--- config.mk ---
export PLATFORM = sky130hd
export DESIGN_NAME = alu_sched
export DESIGN_NICKNAME = d
export VERILOG_FILES = /design/src/rtl/alu_pkg.sv /design/src/rtl/alu_core.sv /design/src/rtl/alu_sched.sv
export SDC_FILE = /design/constraint.sdc
export NUM_CORES = 1
export LEC_CHECK = 0
export ABC_AREA = 0
export BUFFER_PORTS_ARGS = -buffer_cell sky130_fd_sc_hd__buf_2
export CORE_MARGIN = 2
export CORE_UTILIZATION = 53
export DETAILED_ROUTE_END_ITERATION = 8
export PLACE_DENSITY = 0.78
export SLEW_MARGIN = 20
export SYNTH_ARGS = -nofsm -noshare
export SYNTH_HDL_FRONTEND = slang
export SYNTH_SLANG_ARGS = --single-unit
--- constraint.sdc ---
create_clock -name clk -period 2.25 [get_ports clk]
set_input_delay 0.225 -clock clk [delete_from_list [all_inputs] [get_ports clk]]
set_output_delay 0.225 -clock clk [all_outputs]
set_load 0.01 [all_outputs]
--- src/rtl/alu_pkg.sv ---
// Shared opcode and FSM-state encodings for the lab ALU and its scheduler.
package alu_pkg;
    localparam logic [2:0] OP_ADD = 3'b000;
    localparam logic [2:0] OP_SUB = 3'b001;
    localparam logic [2:0] OP_NOT = 3'b010;
    localparam logic [2:0] OP_AND = 3'b011;
    localparam logic [2:0] OP_OR  = 3'b100;
    localparam logic [2:0] OP_XOR = 3'b101;
    localparam logic [2:0] OP_LT  = 3'b110;
    localparam logic [2:0] OP_EQ  = 3'b111;

    typedef enum logic [1:0] {
        S_IDLE = 2'd0,
        S_EXEC = 2'd1,
        S_RESP = 2'd2
    } state_t;
endpackage

--- src/rtl/alu_core.sv ---
// Purely combinational W-bit lab ALU: add/sub with carry and signed overflow,
// bitwise ops, signed less-than and equality.
module alu_core
    import alu_pkg::*;
#(
    parameter int W = 4
) (
    input  logic [W-1:0] a,
    input  logic [W-1:0] b,
    input  logic [2:0]   op,
    output logic [W-1:0] f,
    output logic         zero,
    output logic         over,
    output logic         cout
);
    logic [W:0]   add_s;
    logic [W:0]   sub_s;
    logic [W-1:0] nb;
    logic         add_ov;
    logic         sub_ov;
    logic         less;

    assign nb     = ~b;
    assign add_s  = {1'b0, a} + {1'b0, b};
    assign sub_s  = {1'b0, a} + {1'b0, nb} + {{W{1'b0}}, 1'b1};
    assign add_ov = (a[W-1] == b[W-1])  && (add_s[W-1] != a[W-1]);
    assign sub_ov = (a[W-1] == nb[W-1]) && (sub_s[W-1] != a[W-1]);
    // Signed compare reuses the subtract path: sign of a-b corrected by overflow.
    assign less   = sub_s[W-1] ^ sub_ov;

    always_comb begin
        f    = '0;
        over = 1'b0;
        cout = 1'b0;
        case (op)
            OP_ADD: begin f = add_s[W-1:0]; over = add_ov; cout = add_s[W]; end
            OP_SUB: begin f = sub_s[W-1:0]; over = sub_ov; cout = sub_s[W]; end
            OP_NOT: f = ~a;
            OP_AND: f = a & b;
            OP_OR:  f = a | b;
            OP_XOR: f = a ^ b;
            OP_LT:  f = {{(W-1){1'b0}}, less};
            OP_EQ:  f = {{(W-1){1'b0}}, (a == b)};
            default: f = '0;
        endcase
    end

    assign zero = (f == '0);
endmodule

--- src/rtl/alu_sched.sv ---
// Round-robin scheduler sharing one alu_core between two requesters, with a
// single-entry response register. Define ALU_SCHED_STATS_EN for grant counters.
module alu_sched
    import alu_pkg::*;
#(
    parameter int W = 4
) (
    input  logic         clk,
    input  logic         rst,
    input  logic         req0_valid,
    output logic         req0_ready,
    input  logic [W-1:0] req0_a,
    input  logic [W-1:0] req0_b,
    input  logic [2:0]   req0_op,
    input  logic         req1_valid,
    output logic         req1_ready,
    input  logic [W-1:0] req1_a,
    input  logic [W-1:0] req1_b,
    input  logic [2:0]   req1_op,
    output logic         rsp_valid,
    input  logic         rsp_ready,
    output logic         rsp_id,
    output logic [W-1:0] rsp_f,
    output logic         rsp_zero,
    output logic         rsp_over,
    output logic         rsp_cout
`ifdef ALU_SCHED_STATS_EN
    ,
    output logic [15:0]  grant_cnt0,
    output logic [15:0]  grant_cnt1
`endif
);
    state_t       state, state_nx;
    logic         last;
    logic         grant;
    logic         any;
    logic         accept;
    logic [W-1:0] a_q, b_q;
    logic [2:0]   op_q;
    logic         id_q;
    logic [W-1:0] f_c;
    logic         zero_c, over_c, cout_c;

    assign any    = req0_valid | req1_valid;
    // On a tie the requester not served last wins; otherwise the lone valid one.
    assign grant  = (req0_valid && req1_valid) ? ~last : req1_valid;
    assign accept = (state == S_IDLE) && any;

    always_comb begin
        state_nx   = state;
        req0_ready = 1'b0;
        req1_ready = 1'b0;
        rsp_valid  = 1'b0;
        case (state)
            S_IDLE: begin
                req0_ready = any && !grant;
                req1_ready = any && grant;
                if (any) state_nx = S_EXEC;
            end
            S_EXEC: state_nx = S_RESP;
            S_RESP: begin
                rsp_valid = 1'b1;
                if (rsp_ready) state_nx = S_IDLE;
            end
            default: state_nx = S_IDLE;
        endcase
    end

    always_ff @(posedge clk or posedge rst) begin
        if (rst) begin
            state <= S_IDLE;
            last  <= 1'b1;
            a_q   <= '0;
            b_q   <= '0;
            op_q  <= '0;
            id_q  <= 1'b0;
        end else begin
            state <= state_nx;
            if (accept) begin
                a_q  <= grant ? req1_a  : req0_a;
                b_q  <= grant ? req1_b  : req0_b;
                op_q <= grant ? req1_op : req0_op;
                id_q <= grant;
                last <= grant;
            end
        end
    end

    alu_core #(.W(W)) u_alu (
        .a    (a_q),
        .b    (b_q),
        .op   (op_q),
        .f    (f_c),
        .zero (zero_c),
        .over (over_c),
        .cout (cout_c)
    );

    // Result register only loads at the end of EXEC, so it holds under backpressure.
    always_ff @(posedge clk or posedge rst) begin
        if (rst) begin
            rsp_f    <= '0;
            rsp_zero <= 1'b0;
            rsp_over <= 1'b0;
            rsp_cout <= 1'b0;
            rsp_id   <= 1'b0;
        end else if (state == S_EXEC) begin
            rsp_f    <= f_c;
            rsp_zero <= zero_c;
            rsp_over <= over_c;
            rsp_cout <= cout_c;
            rsp_id   <= id_q;
        end
    end

`ifdef ALU_SCHED_STATS_EN
    always_ff @(posedge clk or posedge rst) begin
        if (rst) begin
            grant_cnt0 <= '0;
            grant_cnt1 <= '0;
        end else if (accept) begin
            if (grant) grant_cnt1 <= grant_cnt1 + 16'd1;
            else       grant_cnt0 <= grant_cnt0 + 16'd1;
        end
    end
`endif
endmodule

==> metrics.cfg <==
[power]
ir_drop_v = 0.000732
p_leak_uw = 0.000968
powerDensity_nw_per_um2 = 1490

[logic_synthesis]
ys_seq_area_share_pct = 35.6
synth_compound_gate_area_share_pct = 22.5
syn_nets = 224
synth_top_area_share_pct = 34.0
synth-adder-area-share_pct = 11.7
synth_top_family_by_area = compound AO/OA/AOI/OAI gates
yosysTopAreaCell = dfrtp_1
synthTopCellsByArea = dfrtp_1, ha_1, mux2i_1
ys_async_sr_fraction_pct = 100
synth-seq-cells = 23
postSynthCellCount = 183
avgSynthCellArea_um2 = 8.85
synth-simple-area-share_pct = 14.0
synth.area.mux_share_pct = 8.73
synth_area_um2 = 1620
synth_edf_count = 0
synthFlopType = dfrtp_1
synth_cell_types = 43
yosysWarningCount = 0
synth-xor-area-share_pct = 0.541

[clock_network]
h-tree-depth = 1
clk_pin_slew_worst_paths_ns = 0.13
cts_tree = done
clkSinkCount = 23
numCtsBuffers = 3
cts_buffer_depth = 2
clock_latency_ns = 0.31
cts.root.buffer_cell = clkbuf_4

[route]
drc = 0
routed_wirelength_um = 3280
via_per_inst = 5.60
drt_iter0_markers = 44
ant_nets = 0
via_count = 1423
post_drt_wl_per_cell_um = 12.9
first_pass_iters = 4

[die]
dieHeight_um = 59.3
dieArea_um2 = 3520
die_w_um = 59.3
core_um2 = 2980
floorplan.initialDensity_pct = 54.4
rows = 20
io-pin-count = 38

[worst_hold_path]
worstHoldPathType = input pin to async pin

[final_layout]
antenna_cells = 0
utilization_pct = 63.2
synthToLayoutAreaGrowth_pct = 16.2
drive_above_1_share_pct = 24.9
fill_cells = 274
finalNetCount = 263
final_area_um2 = 1880
instances_no_fill = 254

[job]
max-cap-violations = 0

[timing]
fin_crit_ns = 2.11
tightest_slew_ns = 0.860
relSlewSlack_pct = 42.6
fin_crit_sh_pct = 93.9
max_freq_mhz = 473
finalMaxSlewViolations = 0
fin_skew_ns = 0.00380
setup_violations = 0
worst_slack_ns = 0.137
hold_violations = 0
fin_setup_tns_ns = 0

[placement]
place_ws_ns = 0.0796
dpl_cell_area_um2 = 1840
dpl.hpwl_um = 2600
placed_cells = 250
gp_congestion = 0.890
port_buffers = 37

[setup_path]
worstReg2RegStart = a_q[0]
start_kind = register
path_class = register to register
critPathMaxFanout = 4
critPathArrivalTime_ns = 2.32
r2r_slack_ns = 0.14
r2r_cells = 7
cp_data_required_time_ns = 2.46
end_kind = register
r2r_end = rsp_zero

[grt]
grt_pass1_vias = 1265
grt_pass1_wl_um = 5530
grt_max_degree = 24
antenna_found_initial = 0
overflow = 0
grt_usage_pct = 20.4

[run_status]
status = finished, final reports clean

## cell type report
cell class	instances	area (um^2)	share of cell area, %
Sequential cell	23	577	30.6
Multi-Input combinational cell	136	947	50.3
Inverter	14	52.6	2.79
Timing Repair Buffer	44	238	12.6
Clock buffer	3	22.5	1.20
Tap cell	33	41.3	2.19
Clock inverter	1	5.00	0.266
## critical path, cell delays in order (launching register included)
cell,delay [ns]
dfrtp_1,0.43
ha_1,0.25
fa_2,0.36
or3_1,0.35
a21o_1,0.19
o311ai_2,0.08
o22ai_1,0.11
a41o_1,0.24
## sequential cells by signal (all words and copies together) (netlist names), 2 cells and up
signal  count
a_q         4
b_q         4
rsp_f       4
op_q        3
state       2
## logic make-up (layout without fill, tap and decap cells)
group | count (synthesis) | in the layout
xor+xnor | 1 | 1
fa+ha+maj | 14 | 14
mux | 14 | 14
flops | 23 | 23
buf+inv | 24 | 62
simple gates | 50 | 50
compound gates | 57 | 57
## where the power goes
part | leakage [uW] | switching [uW] | internal [uW]
Clock | 0.0000177 | 124 | 66.3
Combinational | 0.000664 | 1040 | 786
Sequential | 0.000286 | 189 | 612
Total | 0.000968 | 1350 | 1460
## cells in the final DEF (no fill, tap or decap), types with 3 or more instances in the layout
| master | netlist | final |
|---|---|---|
| a211oi_1 | 3 | 3 |
| a21o_1 | 4 | 4 |
| a21oi_1 | 10 | 9 |
| buf_2 | 3 | 37 |
| buf_4 | 1 | 7 |
| clkbuf_4 | 0 | 3 |
| dfrtp_1 | 22 | 22 |
| ha_1 | 12 | 12 |
| inv_1 | 13 | 13 |
| mux2i_1 | 13 | 13 |
| nand2_1 | 22 | 22 |
| nand2b_1 | 4 | 4 |
| nor2_1 | 12 | 12 |
| o21ai_0 | 20 | 20 |
## worst max path at each step
stage           start       end  slack [ns]  depth (start not counted)
2_1_floorplan  a_q[0]  rsp_zero        0.19                          7
3_3_place_gp   a_q[0]  rsp_zero        0.12                          7
3_5_place_dp   a_q[0]  rsp_zero        0.08                          7
4_1_cts        a_q[0]  rsp_zero        0.06                          7
5_1_grt        a_q[1]  rsp_zero      -0.001                          7
6_report       a_q[0]  rsp_zero        0.14                          7
## metrics by stage
stage	total power [uW]	hold slack [ns]
floorplan	2150	0.226
global placement	2560	0.415
detailed placement	2580	0.425
CTS	2770	0.0844
global route	3120	0.0861
finish	2810	0.0712
## cells in the mapped netlist (all sizes together) (2+ instances only)
master and count:
mux2i 13, o31ai 2, and3 2, a21o 4, fa 2, a211oi 3
a21oi 10, ha 12, nor2 12, buf 6, nor3 2, o21ai 21
and2 2, o211ai 2, a211o 2, inv 13, dfrtp 22, o311ai 2
clkbuf 4, a21boi 2, o22ai 2, nand2 22, nor2b 2, a31oi 2
nand2b 4
## per-layer routing
layer	wire length, um	global-route usage (%)	part of all wire [%]	vias to the layer above
met5	0	0	0	-
met4	53	4.87	1.6	0
met3	172	2.62	5.2	6
met2	1540	33.4	47	50
met1	1510	28.5	46	652
li1	-	-	-	715
## repair_timing
action                                  in CTS  in global routing
hold buffers                                 0                  0
setup buffers                                0                  0
resized for setup                            0                  3
endpoints found under the setup margin       0                  2
(Power assumes the default switching activity.)
